--- src/rtl/sdf_ctrl.sv ---
// Frame sequencer for a radix-2 SDF NTT pipeline: input requests, per-stage
// butterfly/bypass selects and twiddle addresses, and the bit-reversed output window.
module sdf_ctrl #(
  parameter int unsigned addr_width = 4,
  parameter int unsigned bf_lat     = 1
) (
  input  logic                                  clk_i,
  input  logic                                  rst_i,
  input  logic                                  start_i,
  output logic                                  busy_o,
  output logic                                  in_req_o,
  output logic [addr_width-1:0]                 in_idx_o,
  output logic [addr_width-1:0]                 bf_sel_o,
  output logic [addr_width*(addr_width-1)-1:0]  tw_addr_o,
  output logic                                  out_valid_o,
  output logic [addr_width-1:0]                 out_idx_o,
  output logic                                  done_tick_o
);

  localparam int unsigned N      = 1 << addr_width;
  localparam int unsigned LAT    = N - 1 + addr_width * bf_lat;
  localparam int unsigned LAST_G = LAT + N - 1;
  localparam int unsigned GW     = $clog2(LAT + N);
  localparam int unsigned AW     = addr_width;
  localparam int unsigned TW     = addr_width - 1;
  localparam int unsigned TWW    = addr_width * TW;

  typedef enum logic {
    IDLE = 1'b0,
    RUN  = 1'b1
  } state_e;

  state_e          state_q, state_d;
  logic [GW-1:0]   g_q, g_d;

  logic            busy_d;
  logic            in_req_d;
  logic [AW-1:0]   in_idx_d;
  logic [AW-1:0]   bf_sel_d;
  logic [TWW-1:0]  tw_addr_d;
  logic            out_valid_d;
  logic [AW-1:0]   out_idx_d;
  logic            done_tick_d;

  // Frame state and global counter; g is cleared whenever a frame is not running.
  always_comb begin
    state_d = state_q;
    g_d     = g_q;
    if (state_q == IDLE) begin
      if (start_i) begin
        state_d = RUN;
        g_d     = '0;
      end
    end else begin
      if (g_q == GW'(LAST_G)) begin
        state_d = IDLE;
        g_d     = '0;
      end else begin
        g_d = g_q + GW'(1);
      end
    end
  end

  // Outputs are decoded from the next state so the registered copies line up
  // with the cycle the state/counter describe.
  always_comb begin
    logic            run;
    logic [GW-1:0]   ofs;
    logic [GW-1:0]   c;
    int unsigned     off;

    run         = (state_d == RUN);
    busy_d      = run;
    in_req_d    = run && (g_d < GW'(N));
    in_idx_d    = g_d[AW-1:0];
    out_valid_d = run && (g_d >= GW'(LAT));
    done_tick_d = run && (g_d == GW'(LAST_G));

    ofs       = g_d - GW'(LAT);
    out_idx_d = '0;
    if (out_valid_d) begin
      for (int i = 0; i < int'(AW); i++) begin
        out_idx_d[i] = ofs[int'(AW) - 1 - i];
      end
    end

    // Stage s fills for D_s cycles then runs butterflies for D_s cycles;
    // the active-window compare keeps g < off_s from wrapping into a hit.
    bf_sel_d  = '0;
    tw_addr_d = '0;
    off       = 0;
    c         = '0;
    for (int s = 0; s < int'(AW); s++) begin
      c = g_d - GW'(off);
      if (run && (g_d >= GW'(off)) && (g_d < GW'(off + N)) && c[int'(AW) - 1 - s]) begin
        bf_sel_d[s]             = 1'b1;
        tw_addr_d[s*TW +: TW]   = TW'((c & GW'((N >> (s + 1)) - 1)) << s);
      end
      off = off + (N >> (s + 1)) + bf_lat;
    end
  end

  always_ff @(posedge clk_i) begin
    if (rst_i) begin
      state_q     <= IDLE;
      g_q         <= '0;
      busy_o      <= 1'b0;
      in_req_o    <= 1'b0;
      in_idx_o    <= '0;
      bf_sel_o    <= '0;
      tw_addr_o   <= '0;
      out_valid_o <= 1'b0;
      out_idx_o   <= '0;
      done_tick_o <= 1'b0;
    end else begin
      state_q     <= state_d;
      g_q         <= g_d;
      busy_o      <= busy_d;
      in_req_o    <= in_req_d;
      in_idx_o    <= in_idx_d;
      bf_sel_o    <= bf_sel_d;
      tw_addr_o   <= tw_addr_d;
      out_valid_o <= out_valid_d;
      out_idx_o   <= out_idx_d;
      done_tick_o <= done_tick_d;
    end
  end

endmodule

--- config.mk ---
export PLATFORM = sky130hd
export DESIGN_NAME = sdf_ctrl
export DESIGN_NICKNAME = d
export VERILOG_FILES = /design/src/rtl/sdf_ctrl.sv
export SDC_FILE = /design/constraint.sdc
export NUM_CORES = 1
export LEC_CHECK = 0
export BUFFER_PORTS_ARGS = -buffer_cell sky130_fd_sc_hd__buf_2
export CAP_MARGIN = 20
export CORE_MARGIN = 4
export CORE_UTILIZATION = 55
export DETAILED_ROUTE_END_ITERATION = 6
export GPL_TIMING_DRIVEN = 0
export PLACE_DENSITY = 0.83
export SLEW_MARGIN = 20
export SYNTH_ARGS = -nofsm -noshare
export SYNTH_HDL_FRONTEND = slang
export SYNTH_SLANG_ARGS = --single-unit
--- constraint.sdc ---
create_clock -name clk_i -period 3.45 [get_ports clk_i]
set_input_delay 0.1725 -clock clk_i [delete_from_list [all_inputs] [get_ports clk_i]]
set_output_delay 0.1725 -clock clk_i [all_outputs]
set_load 0.01 [all_outputs]
== Word level (Yosys, flattened, before mapping) ==
Cells that the tools add are included.
Cells by class
  bitwise logic cells: 4
  mux-type cells: 10
  eq/ne operators: 2
  magnitude comparators: 9
  reductions and logical operators: 19
  add/sub/neg operators: 5
Operators with widths (count)
  $lt 6x5->1 const B: 3
  $mux 6: 3
  $logic_and 1x1->1: 15
  $eq 6x6->1 const B: 2
  $ge 6x4->1 const B: 2
  $ge 6x5->1 const B: 2
  $reduce_or 2->1: 4
  $mux 1: 7
  $add 6x1->6 const B: 1
  $ge 6x1->1 const B: 1
  $lt 6x6->1 const B: 1
  $not 1->1: 4
  $sub 4x2->4 const B: 1
  $sub 3x1->3 const B: 1
  $sub 2x2->2 const B: 1
  $sub 1x1->1 const B: 1
Word-level totals
  register bits: 34
  bits of input ports: 3
  word-level logic and storage cells: 62
  output and inout bits: 28

== Depth between registers and ports, before layout ==
  depth in word-level cells: 9
  depth in mapped cells: 11
  depth with buffers taken out: 11

== Least setup slack after synthesis ==
Ideal clock, no wire load.
  path type: flip-flop to flip-flop
  start: register, netlist name in_idx_o[1]
  end: register tw_addr_o[4]
  cell stages (with the launch flop): 10
  data required time: 3.319 ns
  path slack: 1.204 ns
  library setup time: 0.131 ns
  clock period less this slack: 2.246 ns
  buffers on the path: 0
  arrival time: 2.115 ns
  cells stage by stage: dfxtp_1 -> ha_1 -> nand4bb_1 -> o21ai_1 -> o21a_1 -> ha_1 -> nor2b_1 -> a21oi_1 -> o41ai_2 -> nor3_1
RTL lines
  to (signal assigned): line 122  | tw_addr_o <= tw_addr_d;
  to (decl): line 14  | output logic [addr_width*(addr_width-1)-1:0] tw_addr_o,

==> PnR_summary.wiki <==
{| class="wikitable"
! Metric !! Value
|-
| Detailed-routing iteration count for the pre-antenna-repair pass || 4
|-
| Count of mapped cells out of synthesis || between 100 and 150
|-
| Standby leakage power || 0.667 nW
|-
| Row cnt || 16
|-
| Largest voltage drop on the vdd net || 0.416 mV
|-
| Library cells used by synthesis || about 40
|-
| Outcome || finished clean
|-
| Post-CTS setup buffer count || 0
|-
| Final-report setup violation count || 0
|-
| Tightest Pin Transition || 0.514 ns
|-
| Area Growth Syn to Fin || 18.9%
|-
| GRT overflow || 0
|-
| Via density || 5.36
|-
| Crit path launch || in_idx_o[1]
|-
| Maximum level of the CTS H-tree || 1
|-
| Final Wtd Congestion || approximately 0.86
|-
| Routed wire per std cell || around 14 um
|-
| Area of the core region || just under 2000 um2
|-
| Height of the die || 54.0 um
|-
| DRC violations left || 0
|-
| Gates resized, CTS repair || 0
|-
| Area occupied by registers || about 480 um2
|-
| Final count of hold timing violations || 0
|-
| Pins over their slew limit || 0
|-
| Diode count || 0
|-
| Top-area cell type share of the netlist area || 41.3%
|-
| Register area share after synthesis || 41.3%
|-
| Clock-pin slew on the worst setup and hold paths || ~0.12 ns
|-
| Final net count || ~170
|-
| Initial Util || 58.6%
|-
| Final wirelength || roughly 2.6 mm
|-
| Die Area || ~2900 um2
|-
| Synth Register Bits || 24
|-
| Clock period minus worst slack || ~2.8 ns
|-
| Total number of vias || about 990
|-
| Number of antenna violations at the first check in global routing || 0
|-
| Tightest Hold Check Type || in -> reg
|-
| Antenna-violating nets left || 0
|-
| Max-Slew Margin vs Limit || approximately two thirds
|-
| Largest net degree at the start of global routing || 15
|-
| Warning count from the yosys run || 0
|-
| Top achievable clock speed || 357 MHz
|-
| Multi-input logic area || slightly below 600 um2
|-
| Global-route wire length before repair || approximately 4.1 mm
|-
| Worst-skew pair later-pin latency || between 0.3 and 0.4 ns
|-
| Longest Clk Path Bufs || 2
|-
| Number of global-route vias before repair || 974
|-
| Width of the chip || about 54 um
|-
| Fraction of layout cells with a size suffix above 1 || between 30% and 40%
|-
| CTS tree || built
|-
| Cts-stage hold buffer count || 0
|-
| Crit path kind || reg -> reg
|-
| I/O pin count || 31
|-
| Synth area leader || sky130_fd_sc_hd__dfxtp_1
|-
| Async set-or-reset flop fraction in the synthesized netlist || 0%
|-
| Period Utilization, post-route || approximately 80%
|-
| Startpoint of the most critical register-to-register path || in_idx_o[1]
|-
| Most frequently used flop master after synthesis || sky130_fd_sc_hd__dfxtp_1
|-
| Kind of launch point of the worst setup path || flip-flop
|-
| Clock Sinks || 24
|-
| Mapped cell area || about 1200 um2
|-
| Worst hold start || rst_i
|-
| Power Density || a little under 400 nW/um2
|-
| Total clock buffers created by CTS || 3
|-
| Setup repair after global routing missed its margin || no
|-
| EDFF count, synth || 0
|-
| Summed negative setup slack over all endpoints || 0 ns
|-
| Arrival time reported for the critical path endpoint || roughly 3.0 ns
|-
| Top area cells in the synthesized netlist || sky130_fd_sc_hd__dfxtp_1, sky130_fd_sc_hd__buf_4, sky130_fd_sc_hd__ha_1
|-
| DRC violation total after the first TritonRoute iteration || 30
|-
| Root Buffer Master || sky130_fd_sc_hd__clkbuf_4
|-
| Average footprint of a synthesized cell || roughly 9.3 um2
|-
| Total Routing Usage GR || 19.9%
|-
| Post-Route Utilization || 69.8%
|-
| Area after DPL || between 1000 and 1500 um2
|-
| Kind of capture point of the worst setup path || flip-flop
|-
| Final standard cell area without fillers || 1380 um2
|-
| Maximum fanout along the worst path || 7
|-
| Worst clock skew || between 0.002 and 0.003 ns
|-
| Port buffer count || 23
|-
| Crit path required time || between 3 and 4 ns
|-
| Max cap viols || 0
|-
| Fillcell total || between 150 and 200
|-
| Post-DP HPWL || roughly 1.8 mm
|}
-- final cells by class --
cell class | count | share of cell area, %
Multi-Input combinational cell | 87 | 42.5
Sequential cell | 24 | 34.8
Timing Repair Buffer | 23 | 8.33
Buffer | 12 | 6.24
Tap cell | 27 | 2.44
Clock inverter | 1 | 2.17
Inverter | 7 | 1.90
Clock buffer | 3 | 1.63
-- per-stage QoR --
step / power [mW] / instances / setup slack [ns] / hold slack (ns)
CTS: 0.544 / 184 / 0.689 / 0.247
global route: 0.562 / 184 / 0.457 / 0.265
floorplan: 0.335 / 130 / 1.20 / 0.477
detailed placement: 0.347 / 180 / 0.810 / 0.566
global placement: 0.346 / 180 / 0.894 / 0.567
finish: 0.542 / 184 / 0.647 / 0.263
-- path summary, 6_finish.rpt --
path	end	slack [ns]	cells past startpoint
worst min-delay path	in_idx_o[2]	0.26	2
worst min register to register	state_q	0.73	2
worst max register to register	tw_addr_o[4]	0.65	9
worst max-delay path	tw_addr_o[4]	0.65	9
-- routing by layer --
layer	up-vias	share of wire [%]	routed length [um]	track usage [%]
met2	46	50	1280	34.5
met3	9	7.3	186	5.54
met4	0	2.6	67	11.2
met1	449	40	1020	21.7
li1	482	-	-	-
met5	-	0	0	0
-- cell families after synthesis --
logic type | count (synthesis) | synth area share (%)
AO/OA/AOI/OAI | 22 | 17.3
XOR/XNOR | 3 | 2.26
adder cells (fa/ha/maj) | 6 | 6.46
buffers and inverters | 19 | 9.69
flip-flops | 24 | 41.3
multiplexers | 1 | 0.969
other | 1 | 0.323
AND/OR/NAND/NOR | 49 | 21.6
-- report_power, final --
group,internal [mW],total (mW),switching [mW]
Clock,0.118,0.200,0.0823
Combinational,0.0240,0.0589,0.0349
Sequential,0.280,0.284,0.00358
Total,0.422,0.542,0.121
-- cell usage in the layout, fill, tap and decap left out, types with 2 or more instances in the layout --
cell type / instances
sky130_fd_sc_hd__buf_4: 11
sky130_fd_sc_hd__and3_1: 2
sky130_fd_sc_hd__nand3_1: 3
sky130_fd_sc_hd__conb_1: 6
sky130_fd_sc_hd__o21ai_0: 2
sky130_fd_sc_hd__a31oi_1: 2
sky130_fd_sc_hd__o21ai_1: 2
sky130_fd_sc_hd__a21oi_1: 2
sky130_fd_sc_hd__nor2_1: 13
sky130_fd_sc_hd__dfxtp_1: 24
sky130_fd_sc_hd__xnor2_1: 3
sky130_fd_sc_hd__nand4_1: 2
sky130_fd_sc_hd__a211oi_2: 2
sky130_fd_sc_hd__buf_2: 23
sky130_fd_sc_hd__nand2b_1: 3
sky130_fd_sc_hd__or3_1: 2
sky130_fd_sc_hd__ha_1: 6
sky130_fd_sc_hd__nand2_1: 9
sky130_fd_sc_hd__nor3_1: 5
sky130_fd_sc_hd__clkbuf_4: 3
sky130_fd_sc_hd__inv_1: 6
sky130_fd_sc_hd__nor2b_1: 2
sky130_fd_sc_hd__and2_1: 3
-- critical path, cell delays in order (launching register included) --
cell                        delay (ns)
sky130_fd_sc_hd__dfxtp_1          0.49
sky130_fd_sc_hd__ha_1             0.24
sky130_fd_sc_hd__nand4bb_1        0.23
sky130_fd_sc_hd__nor2_1           0.31
sky130_fd_sc_hd__a2bb2oi_2        0.33
sky130_fd_sc_hd__ha_1             0.28
sky130_fd_sc_hd__nor2b_1          0.20
sky130_fd_sc_hd__a21oi_1          0.07
sky130_fd_sc_hd__o41ai_2          0.43
sky130_fd_sc_hd__nor3_1           0.11
-- sequential cells by signal, indices dropped and copies added (netlist names) --
| signal | flops |
|---|---|
| tw_addr_o | 6 |
| bf_sel_o | 4 |
| out_idx_o | 4 |
| g_q | 3 |
| in_idx_o | 3 |
| done_tick_o | 1 |
| in_req_o | 1 |
| out_valid_o | 1 |
| state_q | 1 |
-- synth_stat cells (2+ instances only) --
| library cell | count |
|---|---|
| sky130_fd_sc_hd__o21ai_1 | 2 |
| sky130_fd_sc_hd__a211oi_2 | 2 |
| sky130_fd_sc_hd__nor3_1 | 5 |
| sky130_fd_sc_hd__ha_1 | 6 |
| sky130_fd_sc_hd__a21oi_1 | 2 |
| sky130_fd_sc_hd__dfxtp_1 | 24 |
| sky130_fd_sc_hd__or3_1 | 2 |
| sky130_fd_sc_hd__o21ai_0 | 2 |
| sky130_fd_sc_hd__and3_1 | 2 |
| sky130_fd_sc_hd__and2_1 | 3 |
| sky130_fd_sc_hd__nor2_1 | 13 |
| sky130_fd_sc_hd__xnor2_1 | 3 |
| sky130_fd_sc_hd__nor2b_1 | 2 |
| sky130_fd_sc_hd__nand4_1 | 2 |
| sky130_fd_sc_hd__nand2b_1 | 3 |
| sky130_fd_sc_hd__inv_1 | 6 |
| sky130_fd_sc_hd__buf_4 | 11 |
| sky130_fd_sc_hd__nand2_1 | 9 |
| sky130_fd_sc_hd__nand3_1 | 3 |
| sky130_fd_sc_hd__a31oi_1 | 2 |
Note: power is estimated with default switching activity, not from simulation.
